### src/rtl/cdb_reservation_station_if.sv
// rtl/cdb_reservation_station_if.sv - dispatch, CDB snoop, issue and status bundle
// master drives dispatch/CDB/flush/issue_ready; slave is the reservation station.
interface cdb_reservation_station_if #(
  parameter int DATA_WIDTH = 32,
  parameter int TAG_WIDTH  = 3,
  parameter int DEPTH      = 4
);
  localparam int CNT_W = $clog2(DEPTH + 1);

  logic                  flush;

  logic                  disp_valid;
  logic                  disp_ready;
  logic [5:0]            disp_op;
  logic [TAG_WIDTH-1:0]  disp_tag;
  logic [4:0]            disp_dest_reg;
  logic                  disp_src1_ready;
  logic [DATA_WIDTH-1:0] disp_src1_value;
  logic [TAG_WIDTH-1:0]  disp_src1_tag;
  logic                  disp_src2_ready;
  logic [DATA_WIDTH-1:0] disp_src2_value;
  logic [TAG_WIDTH-1:0]  disp_src2_tag;

  logic                  cdb_valid;
  logic [DATA_WIDTH-1:0] cdb_value;
  logic [TAG_WIDTH-1:0]  cdb_tag;

  logic                  issue_valid;
  logic                  issue_ready;
  logic [5:0]            issue_op;
  logic [TAG_WIDTH-1:0]  issue_tag;
  logic [4:0]            issue_dest_reg;
  logic [DATA_WIDTH-1:0] issue_src1;
  logic [DATA_WIDTH-1:0] issue_src2;

  logic [CNT_W-1:0]      free_count;

  modport master (
    output flush,
    output disp_valid, disp_op, disp_tag, disp_dest_reg,
    output disp_src1_ready, disp_src1_value, disp_src1_tag,
    output disp_src2_ready, disp_src2_value, disp_src2_tag,
    output cdb_valid, cdb_value, cdb_tag,
    output issue_ready,
    input  disp_ready, issue_valid, issue_op, issue_tag, issue_dest_reg,
    input  issue_src1, issue_src2, free_count
  );

  modport slave (
    input  flush,
    input  disp_valid, disp_op, disp_tag, disp_dest_reg,
    input  disp_src1_ready, disp_src1_value, disp_src1_tag,
    input  disp_src2_ready, disp_src2_value, disp_src2_tag,
    input  cdb_valid, cdb_value, cdb_tag,
    input  issue_ready,
    output disp_ready, issue_valid, issue_op, issue_tag, issue_dest_reg,
    output issue_src1, issue_src2, free_count
  );
endinterface

### src/rtl/cdb_reservation_station.sv
// rtl/cdb_reservation_station.sv - tag-matching reservation station with CDB wakeup
// Define RS_AGE_ORDER_EN for oldest-first issue; otherwise the lowest ready index issues.
module cdb_reservation_station #(
  parameter int DATA_WIDTH = 32,
  parameter int TAG_WIDTH  = 3,
  parameter int DEPTH      = 4
) (
  input  logic                     clk,
  input  logic                     rst,
  cdb_reservation_station_if.slave bus
);
  localparam int IDX_W = (DEPTH > 1) ? $clog2(DEPTH) : 1;
  localparam int CNT_W = $clog2(DEPTH + 1);
  typedef logic [IDX_W-1:0] idx_t;

  logic [DEPTH-1:0]      busy_q, busy_d;
  logic [DEPTH-1:0]      rdy1_q, rdy1_d, rdy2_q, rdy2_d;
  logic [5:0]            op_q    [DEPTH];
  logic [5:0]            op_d    [DEPTH];
  logic [TAG_WIDTH-1:0]  tag_q   [DEPTH];
  logic [TAG_WIDTH-1:0]  tag_d   [DEPTH];
  logic [4:0]            dest_q  [DEPTH];
  logic [4:0]            dest_d  [DEPTH];
  logic [TAG_WIDTH-1:0]  ptag1_q [DEPTH];
  logic [TAG_WIDTH-1:0]  ptag1_d [DEPTH];
  logic [TAG_WIDTH-1:0]  ptag2_q [DEPTH];
  logic [TAG_WIDTH-1:0]  ptag2_d [DEPTH];
  logic [DATA_WIDTH-1:0] val1_q  [DEPTH];
  logic [DATA_WIDTH-1:0] val1_d  [DEPTH];
  logic [DATA_WIDTH-1:0] val2_q  [DEPTH];
  logic [DATA_WIDTH-1:0] val2_d  [DEPTH];

  logic [DEPTH-1:0] issuable;
  logic             disp_found, disp_fire;
  idx_t             disp_idx;
  logic             sel_found, issue_fire;
  idx_t             sel_idx;
  logic [CNT_W-1:0] free_cnt;

  // Only registered ready bits count, so a CDB broadcast never issues in its own cycle.
  assign issuable   = busy_q & rdy1_q & rdy2_q;
  assign disp_fire  = bus.disp_valid && disp_found;
  assign issue_fire = sel_found && bus.issue_ready;

  always_comb begin : find_free
    disp_found = 1'b0;
    disp_idx   = '0;
    for (int i = DEPTH - 1; i >= 0; i--) begin
      if (!busy_q[i]) begin
        disp_found = 1'b1;
        disp_idx   = idx_t'(i);
      end
    end
  end

`ifdef RS_AGE_ORDER_EN
  // older_q[i][j] set means entry i was dispatched before entry j.
  logic [DEPTH-1:0] older_q [DEPTH];
  logic [DEPTH-1:0] older_d [DEPTH];
  logic [DEPTH-1:0] blocked;

  always_comb begin : age_block
    blocked = '0;
    for (int i = 0; i < DEPTH; i++) begin
      for (int j = 0; j < DEPTH; j++) begin
        if (issuable[j] && older_q[j][i]) blocked[i] = 1'b1;
      end
    end
  end

  always_comb begin : select_oldest
    sel_found = 1'b0;
    sel_idx   = '0;
    for (int i = DEPTH - 1; i >= 0; i--) begin
      if (issuable[i] && !blocked[i]) begin
        sel_found = 1'b1;
        sel_idx   = idx_t'(i);
      end
    end
  end

  always_comb begin : age_next
    older_d = older_q;
    if (bus.flush) begin
      for (int i = 0; i < DEPTH; i++) older_d[i] = '0;
    end else begin
      if (issue_fire) begin
        older_d[sel_idx] = '0;
        for (int j = 0; j < DEPTH; j++) older_d[j][sel_idx] = 1'b0;
      end
      if (disp_fire) begin
        older_d[disp_idx] = '0;
        for (int j = 0; j < DEPTH; j++) begin
          older_d[j][disp_idx] = busy_q[j] && !(issue_fire && sel_idx == idx_t'(j));
        end
      end
    end
  end

  always_ff @(posedge clk or posedge rst) begin
    if (rst) begin
      for (int i = 0; i < DEPTH; i++) older_q[i] <= '0;
    end else begin
      older_q <= older_d;
    end
  end
`else
  // A stalled issue keeps its entry selected so the outputs cannot switch under the consumer.
  logic hold_q, hold_d;
  idx_t hold_idx_q, hold_idx_d;

  always_comb begin : select_lowest
    sel_found = 1'b0;
    sel_idx   = '0;
    if (hold_q) begin
      sel_found = 1'b1;
      sel_idx   = hold_idx_q;
    end else begin
      for (int i = DEPTH - 1; i >= 0; i--) begin
        if (issuable[i]) begin
          sel_found = 1'b1;
          sel_idx   = idx_t'(i);
        end
      end
    end
  end

  assign hold_d     = sel_found && !bus.issue_ready && !bus.flush;
  assign hold_idx_d = sel_idx;

  always_ff @(posedge clk or posedge rst) begin
    if (rst) begin
      hold_q     <= 1'b0;
      hold_idx_q <= '0;
    end else begin
      hold_q     <= hold_d;
      hold_idx_q <= hold_idx_d;
    end
  end
`endif

  always_comb begin : entry_next
    busy_d  = busy_q;
    rdy1_d  = rdy1_q;
    rdy2_d  = rdy2_q;
    op_d    = op_q;
    tag_d   = tag_q;
    dest_d  = dest_q;
    ptag1_d = ptag1_q;
    ptag2_d = ptag2_q;
    val1_d  = val1_q;
    val2_d  = val2_q;
    if (bus.flush) begin
      busy_d = '0;
    end else begin
      if (issue_fire) busy_d[sel_idx] = 1'b0;
      for (int i = 0; i < DEPTH; i++) begin
        if (busy_q[i] && bus.cdb_valid) begin
          if (!rdy1_q[i] && ptag1_q[i] == bus.cdb_tag) begin
            rdy1_d[i] = 1'b1;
            val1_d[i] = bus.cdb_value;
          end
          if (!rdy2_q[i] && ptag2_q[i] == bus.cdb_tag) begin
            rdy2_d[i] = 1'b1;
            val2_d[i] = bus.cdb_value;
          end
        end
      end
      if (disp_fire) begin
        busy_d[disp_idx]  = 1'b1;
        op_d[disp_idx]    = bus.disp_op;
        tag_d[disp_idx]   = bus.disp_tag;
        dest_d[disp_idx]  = bus.disp_dest_reg;
        ptag1_d[disp_idx] = bus.disp_src1_tag;
        ptag2_d[disp_idx] = bus.disp_src2_tag;
        rdy1_d[disp_idx]  = bus.disp_src1_ready;
        rdy2_d[disp_idx]  = bus.disp_src2_ready;
        val1_d[disp_idx]  = bus.disp_src1_value;
        val2_d[disp_idx]  = bus.disp_src2_value;
        // Result broadcast in the dispatch cycle would otherwise be missed forever.
        if (!bus.disp_src1_ready && bus.cdb_valid && bus.cdb_tag == bus.disp_src1_tag) begin
          rdy1_d[disp_idx] = 1'b1;
          val1_d[disp_idx] = bus.cdb_value;
        end
        if (!bus.disp_src2_ready && bus.cdb_valid && bus.cdb_tag == bus.disp_src2_tag) begin
          rdy2_d[disp_idx] = 1'b1;
          val2_d[disp_idx] = bus.cdb_value;
        end
      end
    end
  end

  always_ff @(posedge clk or posedge rst) begin
    if (rst) begin
      busy_q <= '0;
      rdy1_q <= '0;
      rdy2_q <= '0;
      for (int i = 0; i < DEPTH; i++) begin
        op_q[i]    <= '0;
        tag_q[i]   <= '0;
        dest_q[i]  <= '0;
        ptag1_q[i] <= '0;
        ptag2_q[i] <= '0;
        val1_q[i]  <= '0;
        val2_q[i]  <= '0;
      end
    end else begin
      busy_q  <= busy_d;
      rdy1_q  <= rdy1_d;
      rdy2_q  <= rdy2_d;
      op_q    <= op_d;
      tag_q   <= tag_d;
      dest_q  <= dest_d;
      ptag1_q <= ptag1_d;
      ptag2_q <= ptag2_d;
      val1_q  <= val1_d;
      val2_q  <= val2_d;
    end
  end

  always_comb begin : count_free
    free_cnt = CNT_W'(DEPTH);
    for (int i = 0; i < DEPTH; i++) begin
      if (busy_q[i]) free_cnt = free_cnt - CNT_W'(1);
    end
  end

  assign bus.disp_ready  = disp_found;
  assign bus.issue_valid = sel_found;
  assign bus.free_count  = free_cnt;

  always_comb begin : issue_out
    bus.issue_op       = '0;
    bus.issue_tag      = '0;
    bus.issue_dest_reg = '0;
    bus.issue_src1     = '0;
    bus.issue_src2     = '0;
    if (sel_found) begin
      bus.issue_op       = op_q[sel_idx];
      bus.issue_tag      = tag_q[sel_idx];
      bus.issue_dest_reg = dest_q[sel_idx];
      bus.issue_src1     = val1_q[sel_idx];
      bus.issue_src2     = val2_q[sel_idx];
    end
  end
endmodule

### src/flat_wrapper.sv
// flat-port wrapper written by rule: the top's interface ports become plain ports
module cdb_reservation_station_flat 
#(
  parameter int DATA_WIDTH = 32,
  parameter int TAG_WIDTH  = 3,
  parameter int DEPTH      = 4
)
  (clk, rst, bus_flush, bus_disp_valid, bus_disp_op, bus_disp_tag, bus_disp_dest_reg, bus_disp_src1_ready, bus_disp_src1_value, bus_disp_src1_tag, bus_disp_src2_ready, bus_disp_src2_value, bus_disp_src2_tag, bus_cdb_valid, bus_cdb_value, bus_cdb_tag, bus_issue_ready, bus_disp_ready, bus_issue_valid, bus_issue_op, bus_issue_tag, bus_issue_dest_reg, bus_issue_src1, bus_issue_src2, bus_free_count);
  cdb_reservation_station_if #(.DATA_WIDTH(DATA_WIDTH), .TAG_WIDTH(TAG_WIDTH), .DEPTH(DEPTH)) bus_i ();
  input  logic clk;
  input  logic rst;
  input wire logic [$bits(bus_i.flush)-1:0] bus_flush;
  input wire logic [$bits(bus_i.disp_valid)-1:0] bus_disp_valid;
  input wire logic [$bits(bus_i.disp_op)-1:0] bus_disp_op;
  input wire logic [$bits(bus_i.disp_tag)-1:0] bus_disp_tag;
  input wire logic [$bits(bus_i.disp_dest_reg)-1:0] bus_disp_dest_reg;
  input wire logic [$bits(bus_i.disp_src1_ready)-1:0] bus_disp_src1_ready;
  input wire logic [$bits(bus_i.disp_src1_value)-1:0] bus_disp_src1_value;
  input wire logic [$bits(bus_i.disp_src1_tag)-1:0] bus_disp_src1_tag;
  input wire logic [$bits(bus_i.disp_src2_ready)-1:0] bus_disp_src2_ready;
  input wire logic [$bits(bus_i.disp_src2_value)-1:0] bus_disp_src2_value;
  input wire logic [$bits(bus_i.disp_src2_tag)-1:0] bus_disp_src2_tag;
  input wire logic [$bits(bus_i.cdb_valid)-1:0] bus_cdb_valid;
  input wire logic [$bits(bus_i.cdb_value)-1:0] bus_cdb_value;
  input wire logic [$bits(bus_i.cdb_tag)-1:0] bus_cdb_tag;
  input wire logic [$bits(bus_i.issue_ready)-1:0] bus_issue_ready;
  output wire logic [$bits(bus_i.disp_ready)-1:0] bus_disp_ready;
  output wire logic [$bits(bus_i.issue_valid)-1:0] bus_issue_valid;
  output wire logic [$bits(bus_i.issue_op)-1:0] bus_issue_op;
  output wire logic [$bits(bus_i.issue_tag)-1:0] bus_issue_tag;
  output wire logic [$bits(bus_i.issue_dest_reg)-1:0] bus_issue_dest_reg;
  output wire logic [$bits(bus_i.issue_src1)-1:0] bus_issue_src1;
  output wire logic [$bits(bus_i.issue_src2)-1:0] bus_issue_src2;
  output wire logic [$bits(bus_i.free_count)-1:0] bus_free_count;
  assign bus_i.flush = bus_flush;
  assign bus_i.disp_valid = bus_disp_valid;
  assign bus_i.disp_op = bus_disp_op;
  assign bus_i.disp_tag = bus_disp_tag;
  assign bus_i.disp_dest_reg = bus_disp_dest_reg;
  assign bus_i.disp_src1_ready = bus_disp_src1_ready;
  assign bus_i.disp_src1_value = bus_disp_src1_value;
  assign bus_i.disp_src1_tag = bus_disp_src1_tag;
  assign bus_i.disp_src2_ready = bus_disp_src2_ready;
  assign bus_i.disp_src2_value = bus_disp_src2_value;
  assign bus_i.disp_src2_tag = bus_disp_src2_tag;
  assign bus_i.cdb_valid = bus_cdb_valid;
  assign bus_i.cdb_value = bus_cdb_value;
  assign bus_i.cdb_tag = bus_cdb_tag;
  assign bus_i.issue_ready = bus_issue_ready;
  assign bus_disp_ready = bus_i.disp_ready;
  assign bus_issue_valid = bus_i.issue_valid;
  assign bus_issue_op = bus_i.issue_op;
  assign bus_issue_tag = bus_i.issue_tag;
  assign bus_issue_dest_reg = bus_i.issue_dest_reg;
  assign bus_issue_src1 = bus_i.issue_src1;
  assign bus_issue_src2 = bus_i.issue_src2;
  assign bus_free_count = bus_i.free_count;
  cdb_reservation_station #(.DATA_WIDTH(DATA_WIDTH), .TAG_WIDTH(TAG_WIDTH), .DEPTH(DEPTH)) u_core (.clk(clk), .rst(rst), .bus(bus_i));
endmodule
### config.mk
export PLATFORM = sky130hd
export DESIGN_NAME = cdb_reservation_station_flat
export DESIGN_NICKNAME = d
export VERILOG_FILES = /design/src/rtl/cdb_reservation_station_if.sv /design/src/rtl/cdb_reservation_station.sv /design/src/flat_wrapper.sv
export SDC_FILE = /design/constraint.sdc
export NUM_CORES = 1
export LEC_CHECK = 0
export ABC_AREA = 1
export ABC_CLOCK_PERIOD_IN_PS = 27800
export BUFFER_PORTS_ARGS = -buffer_cell sky130_fd_sc_hd__buf_4
export CORE_UTILIZATION = 25
export CTS_BUF_LIST = sky130_fd_sc_hd__clkbuf_8
export CTS_CLUSTER_SIZE = 14
export DETAILED_ROUTE_END_ITERATION = 16
export HOLD_SLACK_MARGIN = 0.15
export PLACE_DENSITY = 0.49
export SYNTH_ARGS = -nofsm -noshare
export SYNTH_HDL_FRONTEND = slang
export SYNTH_SLANG_ARGS = --single-unit
### constraint.sdc
create_clock -name clk -period 27.8 [get_ports clk]
set_input_delay 0 -clock clk [delete_from_list [all_inputs] [get_ports clk]]
set_output_delay 0 -clock clk [all_outputs]
set_load 0.005 [all_outputs]
======== After elaboration in Yosys (flattened, before gate mapping) ========
Cells that the tools add are included.
Widths: inputs -> output; s select.
operators by class
  add/sub/neg operators ................... 3
  $mul .................................... 0
  div/mod/pow operators ................... 0
  magnitude comparators ................... 7
  equality and inequality tests ........... 10
  shift-type cells ........................ 0
  mux-type cells .......................... 125
  bitwise gates (word level) .............. 10
  reductions and logical operators ........ 36
operators by type and width
  kind                 number
  $mux 32              31
  $bwmux 128           4
  $mux 128             4
  $bmux 32 s2          2
  $demux 32 s2         1
  $bwmux 12            3
  $mux 1               35
  $mux 4               8
  $eq 3x3->1           10
  $bwmux 24            1
  $mux 3               8
  $mux 6               4
  $logic_and 1x1->1    23
  $bwmux 20            1
  $mux 5               4
  $mux 2               9
  $and 4x4->4          3
  $bmux 6 s2           1
  $demux 6 s2          1
  $logic_not 1->1      12
  $or 4x4->4           3
  $bmux 5 s2           1
  $demux 5 s2          1
  $sub 3x1->3 const B  3
  12 further kinds     18
storage, ports and cells
  flip-flop bits (word level) ............. 351
  latch bits .............................. 0
  RAM bits ................................ 0
  memory bits (read-only) ................. 0
  input port bits ......................... 127
  output and inout bits ................... 83
  logic and storage cells ................. 224
  memories ................................ 0

======== Depth between registers and ports, before layout ========
Gate-level depths: netlist (run 1).
  word-level depth ........................ 18
  gate-level depth with buffers ........... 14
  depth with buffers taken out ............ 12

======== Worst setup path after synthesis (run 1) ========
No wires, ideal clock.
  path type ............................... register to register
  start ................................... register u_core.busy_q[0]
  end ..................................... register u_core.val1_q[32] (netlist name)
  setup time .............................. 0.117 ns
  data arrival time ....................... 1.613 ns
  required time ........................... 27.683 ns
  path slack .............................. 26.070 ns
  stages on the path, launching flop included .. 12
  buffers on the path ..................... 2
  clock period less this slack ............ 1.730 ns
  cells stage by stage .................... dfrtp_1 buf_2 nand2_4 nor2_4 inv_2 clkbuf_1 nor2_1 or2_2 nand3_1 nand2_1 nand2_1 nand2_1
between the ends
  word-level cells in the longest chain between the ends .. 10
  elaborated cells on any way between the ends .. 13
  classes of those cells .................. order compare: 2; mux: 8; bitwise: 1; reduce/logical: 2
RTL lines
  item                                                            RTL line                                                        RTL
  start: declaration                                              cdb_reservation_station.sv:16                                   logic [DEPTH-1:0] busy_q, busy_d;
  start signal: assignment                                        cdb_reservation_station.sv:208                                  busy_q <= busy_d;
  $mux 2                                                          cdb_reservation_station.sv:49                                   if (!busy_q[i]) begin
  $not 2->3 (not written as such)                                 cdb_reservation_station.sv:178, cdb_reservation_station.sv:183
  $ge 3x3->1 (not written as such) or $lt 3x1->1 (tied branches)  cdb_reservation_station.sv:178, cdb_reservation_station.sv:183
  $logic_and 1x1->1 (not written as such)                         cdb_reservation_station.sv:178, cdb_reservation_station.sv:183
  $mux 32 (not written as such)                                   cdb_reservation_station.sv:178, cdb_reservation_station.sv:183
  $demux 32 s2                                                    cdb_reservation_station.sv:178, cdb_reservation_station.sv:183
  $bwmux 128                                                      cdb_reservation_station.sv:178                                  val1_d[disp_idx] = bus.disp_src1_value;
  $bwmux 128                                                      cdb_reservation_station.sv:183                                  val1_d[disp_idx] = bus.cdb_value;
  $mux 128                                                        cdb_reservation_station.sv:181                                  if (!bus.disp_src1_ready && bus.cdb_valid && bus.cdb_tag == bus.disp_src1_tag) begin
  $mux 128 *                                                      cdb_reservation_station.sv:169                                  if (disp_fire) begin
  end signal: assignment                                          cdb_reservation_station.sv:216                                  val1_q <= val1_d;
  end: declaration                                                cdb_reservation_station.sv:28                                   logic [DATA_WIDTH-1:0] val1_q [DEPTH];
Mark *: on every way between the ends. The rest lies on a longest branch, timed or not.
A chain may end at the register's enable or synchronous reset.

======== Worst setup path in the final report (run 1) ========
  start ................................... register u_core.busy_q[2]
  end ..................................... output bus_issue_src2[14]
between the ends
  word-level cells in the longest chain between the ends .. 11
  elaborated cells on any way between the ends .. 15
  classes of those cells .................. mux: 12; bitwise: 3
RTL lines
  item                                        RTL line                        RTL
  $and 4x4->4 * (2 in a row)                  cdb_reservation_station.sv:41   assign issuable = busy_q & rdy1_q & rdy2_q;
  $mux 2 (3 in a row)                         cdb_reservation_station.sv:120  if (issuable[i]) begin
  $mux 2                                      cdb_reservation_station.sv:115  if (hold_q) begin
  $not 2->3 (not written as such)             cdb_reservation_station.sv:243  bus.issue_src2 = val2_q[sel_idx];
  $bmux 32 s2                                 cdb_reservation_station.sv:243
  $mux 32 (not written as such) (2 in a row)  cdb_reservation_station.sv:243
  $mux 32 *                                   cdb_reservation_station.sv:238  if (sel_found) begin
  end: declaration                            flat_wrapper.sv:33              output wire logic [$bits(bus_i.issue_src2)-1:0] bus_issue_src2;
Mark *: on every way between the ends. The rest lies on a longest branch, timed or not. The select of a mux whose other input is x is not followed.

==> flow_summary.ini, run 1 <==
[run_status]
status = finished clean

[die]
io_pins = 210
rows = 122
dieArea_mm2 = 0.113
core_mm2 = 0.111
die_w_um = 336
die_height_um = 336
start_util_pct = 25.2

[worst_setup_path]
critPathRequiredTime_ns = 27.80
setup.worst_path.end_class = primary output
crit_type = flop to primary output
rr_startpoint = u_core.busy_q[0]$_DFF_PP0_
startpoint = u_core.busy_q[2]$_DFF_PP0_
startpoint_type = flop
crit_arrival_ns = 4.88
critPathMaxFanout = 77
r2r_cells = 12

[sta]
max_slew.worst_pin.slew_ns = 1.24
fin_setup_tns_ns = 0
relSlewSlack_pct = 17.4
timing.hold.ws_ns = 0.210
slew_viol_final = 0
fin_crit_ns = 4.88
rsz0062_at_grt = no
hold_viol = 0
fin_crit_sh_pct = 17.5
fmax_mhz = 205
fin_worst_skew_ns = 0.0295
setup_viol = 0

[detailed_routing]
vias = 32500
firstDrtPassIters = 6
viasPerCell = 4.90
drt_wl_total_mm = 135
wl_per_cell_um = 20.4
drtIter0Drc = 3165
ant_nets = 0
drc_errors = 0

[power_and_ir_drop]
switchingPower_mw = 0.875
p_total_mw = 2.11
p_clk_share_pct = 28.2
p_sw_share_pct = 41.5
power_frac_seq_pct = 34.6
p_leak_nw = 18.5
p_int_mw = 1.23
comb_power_share_pct = 37.2
irDropWorstVdd_mv = 0.0550
powerDensity_mw_per_mm2 = 62.3

[clock_network]
cts_tree = done
cts_hold_buf = 225
numCtsBuffers = 77
htree_levels = 3
cts.sinks = 351
cts_setup_buffers = 0
cts.reportedPaths.clkPinSlew_ns = 0.05
clk_latency_ns = 0.71
cts_root_buffer = clkbuf_8
cts_buffer_depth = 3
cts_resized = 0

[global_route]
grt_first_pass_wirelength_mm = 202
grt_pass1_vias = 30800
grt_overflow_total = 0
grt_use_total_pct = 23.7
grt_max_degree = 158
antenna_found_initial = 17

[synth]
avgSynthCellArea_um2 = 5.69
synth-seq-area-share_pct = 31.5
yosysTopAreaCell = dfrtp_1
syn_inst = 4895
synth_nets = 5026
syn_area_mm2 = 0.0279
ys_types = 34
yosysWarnings = 0
ys_ff_latch = 351
yosys.area.top_type_share_pct = 31.5
synthTopCellsByArea = dfrtp_1, nand2_1, nor2_1

[placement]
gp_congestion = 0.846
post_dp_cell_area_mm2 = 0.0301
dp.final_hpwl_mm = 77.4
portBuffers = 209

[min_path]
hold_path_class = input port to flop
hold_start = bus_disp_src2_tag[1]
whs_path_depth = 4

[cells_and_area]
fin_area_mm2 = 0.0338
final_common_cell = nand2_1
fillers = 12600
nNetsFinal = 5209
syn_to_final_growth_pct = 21.4
final_layout_size_suffix_gt1_share_pct = 8.76
final_cell_mix = nand2_1, nor2_1, nand3_1, inv_1, dfrtp_1

[run]
cap_violations = 0
cells in the mapped netlist:
cell and instances:
clkbuf_1 152, nand2_1 2042, nor3_2 1, nand3b_1 1, nand4_1 77, xor2_1 9, nor2_1 761, nand3_1 537
o21ai_0 96, or2_2 32, a21oi_1 129, o21ai_1 68, o21a_1 1, nor2_4 5, inv_4 1, clkinv_1 2
ha_1 3, nor2_2 7, buf_2 153, buf_1 31, fa_1 1, dfrtp_1 351, nand3_2 9, nor3_1 1
o21ai_2 1, o211ai_1 24, nand2_4 1, nand2_2 8, inv_1 330, inv_2 10, and2_1 2, clkbuf_2 2
buf_6 1, buf_4 46
layout make-up:
class,instances,area [µm²],share of cell area [%]
Timing Repair Buffer,489,4250,12.5
Clock inverter,36,221,0.654
Antenna cell,11,27.5,0.0813
Tap cell,1488,1860,5.50
Multi-Input combinational cell,3816,16100,47.6
Sequential cell,351,8780,26.0
Clock buffer,93,1280,3.78
Inverter,343,1310,3.88
logic make-up after synthesis:
kind of cell    after synthesis  share of synthesized area [%]
simple gates               3484                           50.9
buf+inv                     728                           11.2
flops                       351                           31.5
compound gates              319                           5.97
xor+xnor                      9                          0.283
fa+ha+maj                     4                          0.207
power groups by stage:
stage	Combinational, mW	Clock (mW)	Sequential [mW]
6_report	0.784	0.596	0.729
4_1_cts	0.782	0.611	0.727
2_1_floorplan	0.492	0	0.708
3_3_place_gp	0.742	0	0.735
3_5_place_dp	0.744	0	0.735
5_1_grt	0.880	0.630	0.744
per-stage QoR:
| step | cells | utilization (%) | worst slack, ns |
|---|---|---|---|
| floorplan | 4895 | - | 18.06 |
| CTS | 6616 | 30.6 | 22.94 |
| global route | 6621 | 30.6 | 22.68 |
| finish | 6627 | 30.6 | 22.92 |
| global placement | 6262 | 27.2 | 23.73 |
| detailed placement | 6262 | 27.2 | 23.72 |
sequential cells by signal, indices dropped and copies added (netlist names):
| signal | count |
|---|---|
| u_core.busy_q | 4 |
| u_core.dest_q | 20 |
| u_core.hold_idx_q | 2 |
| u_core.hold_q | 1 |
| u_core.op_q | 24 |
| u_core.ptag1_q | 12 |
| u_core.ptag2_q | 12 |
| u_core.rdy1_q | 4 |
| u_core.rdy2_q | 4 |
| u_core.tag_q | 12 |
| u_core.val1_q | 128 |
| u_core.val2_q | 128 |
worst max-delay path, stage by stage, from the launching register on:
cell and delay [ns]:
dfrtp_1 0.58, nand3_1 0.16, nand2_1 0.13, nand3_4 0.56, nand2_4 0.72, buf_4 0.91
nand2_1 0.23, nand2_1 0.22, nand2_1 0.07, a21oi_1 0.30, buf_4 0.18
worst paths after layout:
check | end | slack, ns
max in group asynchronous | u_core.val2_q[23]$_DFFE_PP0N_ | 24.98
min in group asynchronous | u_core.val2_q[90]$_DFFE_PP0N_ | 0.61
hold reg to reg | u_core.dest_q[11]$_DFFE_PP0P_ | 0.49
hold / removal | u_core.ptag2_q[10]$_DFFE_PP0P_ | 0.21
setup reg to reg | u_core.val2_q[32]$_DFFE_PP0N_ | 23.05
setup / recovery | bus_issue_src2[14] | 22.92
metal layers:
metal	wire [µm]	track usage, %	vias up
li1	-	-	15500
met1	58500	31.4	15300
met2	60800	38.0	1420
met3	11500	5.02	260
met4	4250	7.78	8
met5	45	0	-
(Power assumes the default switching activity.)
==> run 2, diff against run 1 <==
Settings changed: ABC_CLOCK_PERIOD_IN_PS 27800 to 4700.
Clock period 27.8 ns to 4.7 ns, I/O delays scaled along.
==> run 2 against run 1 <==
Sequential share of layout area decreased by 0.13 points. Cell area increased by 0.50%. Largest power group unchanged. Critical endpoint is now u_core.val2_q[31]$_DFFE_PP0N_. Worst setup slack got worse by 22 ns. Hold slack better by 0.0020 ns. Via count up 1.6%. Clock-buffer cell count is 1 higher. Sequential power increased to 5.9 times the previous value. Highest routed layer unchanged. Critical path depth grew 1.
==> flow_summary.ini, run 2 (synthesis results as in run 1) <==
[run_status]
status = finished clean

[power_and_ir_drop]
power_frac_seq_pct = 34.7
irDropWorstVdd_mv = 0.275
switchingPower_mw = 5.21
powerDensity_mw_per_mm2 = 366
p_leak_nw = 18.6
p_sw_share_pct = 41.9
p_total_mw = 12.5
p_clk_share_pct = 27.8
p_int_mw = 7.24
comb_power_share_pct = 37.5

[cells_and_area]
fin_area_mm2 = 0.0340
final_layout_size_suffix_gt1_share_pct = 8.95
fillers = 12600
final_common_cell = nand2_1
syn_to_final_growth_pct = 22.0
final_core_util_pct = 30.7
fin_cells = 6636
nNetsFinal = 5226
largestRegisters = u_core.val1_q (128), u_core.val2_q (128), u_core.op_q (24)
final_cell_mix = nand2_1, nor2_1, nand3_1, inv_1, dfrtp_1

[sta]
relSlewSlack_pct = 10.8
fmax_mhz = 235
timing.hold.ws_ns = 0.212
fin_setup_tns_ns = 0
hold_viol = 0
fin_ws_ns = 0.443
setup_viol = 0
rsz0062_at_grt = no
fin_crit_ns = 4.26
slew_viol_final = 0
max_slew.worst_pin.slew_ns = 1.34
fin_worst_skew_ns = 0.0704
fin_crit_sh_pct = 90.6

[clock_network]
cts_resized = 0
cts.reportedPaths.clkPinSlew_ns = 0.06
numCtsBuffers = 76
cts_tree = done
cts_setup_buffers = 0
cts_root_buffer = clkbuf_8
cts_buffer_depth = 3
clk_latency_ns = 0.75
htree_levels = 3
cts.sinks = 351

[placement]
dp.cells = 6272
place_ws_ns = 1.56
post_dp_cell_area_mm2 = 0.0302
dp.final_hpwl_mm = 80.0
portBuffers = 209
gp_congestion = 0.859

[detailed_routing]
firstDrtPassIters = 6
drc_errors = 0
wl_per_cell_um = 20.6
drtIter0Drc = 3173
viasPerCell = 4.98
ant_nets = 0
drt_wl_total_mm = 136
vias = 33000

[worst_setup_path]
setup.worst_path.end_class = flop
crit_arrival_ns = 4.89
critPathMaxFanout = 30
critPathRequiredTime_ns = 5.33
crit_type = flop to flop
startpoint_type = flop

[run]
cap_violations = 0

[global_route]
grt_first_pass_wirelength_mm = 202
grt_use_total_pct = 23.7
grt_pass1_vias = 30400
antenna_found_initial = 14
grt_overflow_total = 0
grt_max_degree = 157

[die]
core_mm2 = 0.111
start_util_pct = 25.2
die_w_um = 336
io_pins = 210
die_height_um = 336
dieArea_mm2 = 0.113
rows = 122

[min_path]
hold_path_class = input port to flop
[run 2: path summary, 6_finish.rpt]
kind,startpoint,endpoint,slack [ns],cells past startpoint
max,u_core.busy_q[2]$_DFF_PP0_,u_core.val2_q[31]$_DFFE_PP0N_,0.44,11
min,bus_disp_src1_tag[0],u_core.ptag1_q[3]$_DFFE_PP0P_,0.21,4
max reg2reg,u_core.busy_q[2]$_DFF_PP0_,u_core.val2_q[31]$_DFFE_PP0N_,0.44,11
min reg2reg,u_core.op_q[12]$_DFFE_PP0P_,u_core.op_q[12]$_DFFE_PP0P_,0.48,2
max in group asynchronous,rst,u_core.val2_q[116]$_DFFE_PP0N_,2.81,5
min in group asynchronous,rst,u_core.val2_q[32]$_DFFE_PP0N_,0.48,4
[run 2: layer usage]
| layer | GRT usage [%] | up-vias | part of all wire (%) |
|---|---|---|---|
| met3 | 3.54 | 259 | 8.1 |
| met2 | 38.3 | 1517 | 45 |
| met5 | 0 | - | 0.030 |
| met1 | 32.3 | 15700 | 44 |
| li1 | - | 15600 | - |
| met4 | 7.66 | 6 | 3.1 |
[run 2: repair_timing]
item	in CTS	in global routing
setup endpoints to repair	0	0
hold buffers	233	0
endpoints found under the hold margin	665	0
[run 2: area by class of cell]
type | instances | area [µm²] | area share, %
sequential | 351 | 8780 | 25.8
clock inverter | 31 | 155 | 0.456
multi-input combinational | 3816 | 16100 | 47.3
inverter | 343 | 1310 | 3.84
timing repair buffer | 507 | 4500 | 13.2
clock buffer | 94 | 1290 | 3.80
antenna | 6 | 15.0 | 0.0442
tap | 1488 | 1860 | 5.47
[run 2: worst max-delay path, stage by stage, from the launching register on]
cell,delay [ns]
dfrtp_1,0.64
nand2_1,0.19
nor2_4,0.55
inv_2,0.51
nor2_1,0.28
nand2_1,0.08
nand2_1,0.11
dlygate4sd3_1,0.55
nand2_1,0.04
dlygate4sd3_1,0.56
nand3_1,0.09
dlygate4sd3_1,0.56
[run 2: power groups by stage]
stage          combinational [mW]  clock (mW)  sequential (mW)
2_1_floorplan                2.91           0             4.19
3_3_place_gp                 4.38           0             4.35
3_5_place_dp                 4.42           0             4.35
4_1_cts                      4.66        3.53             4.30
5_1_grt                      5.22        3.64             4.41
6_report                     4.68        3.46             4.32
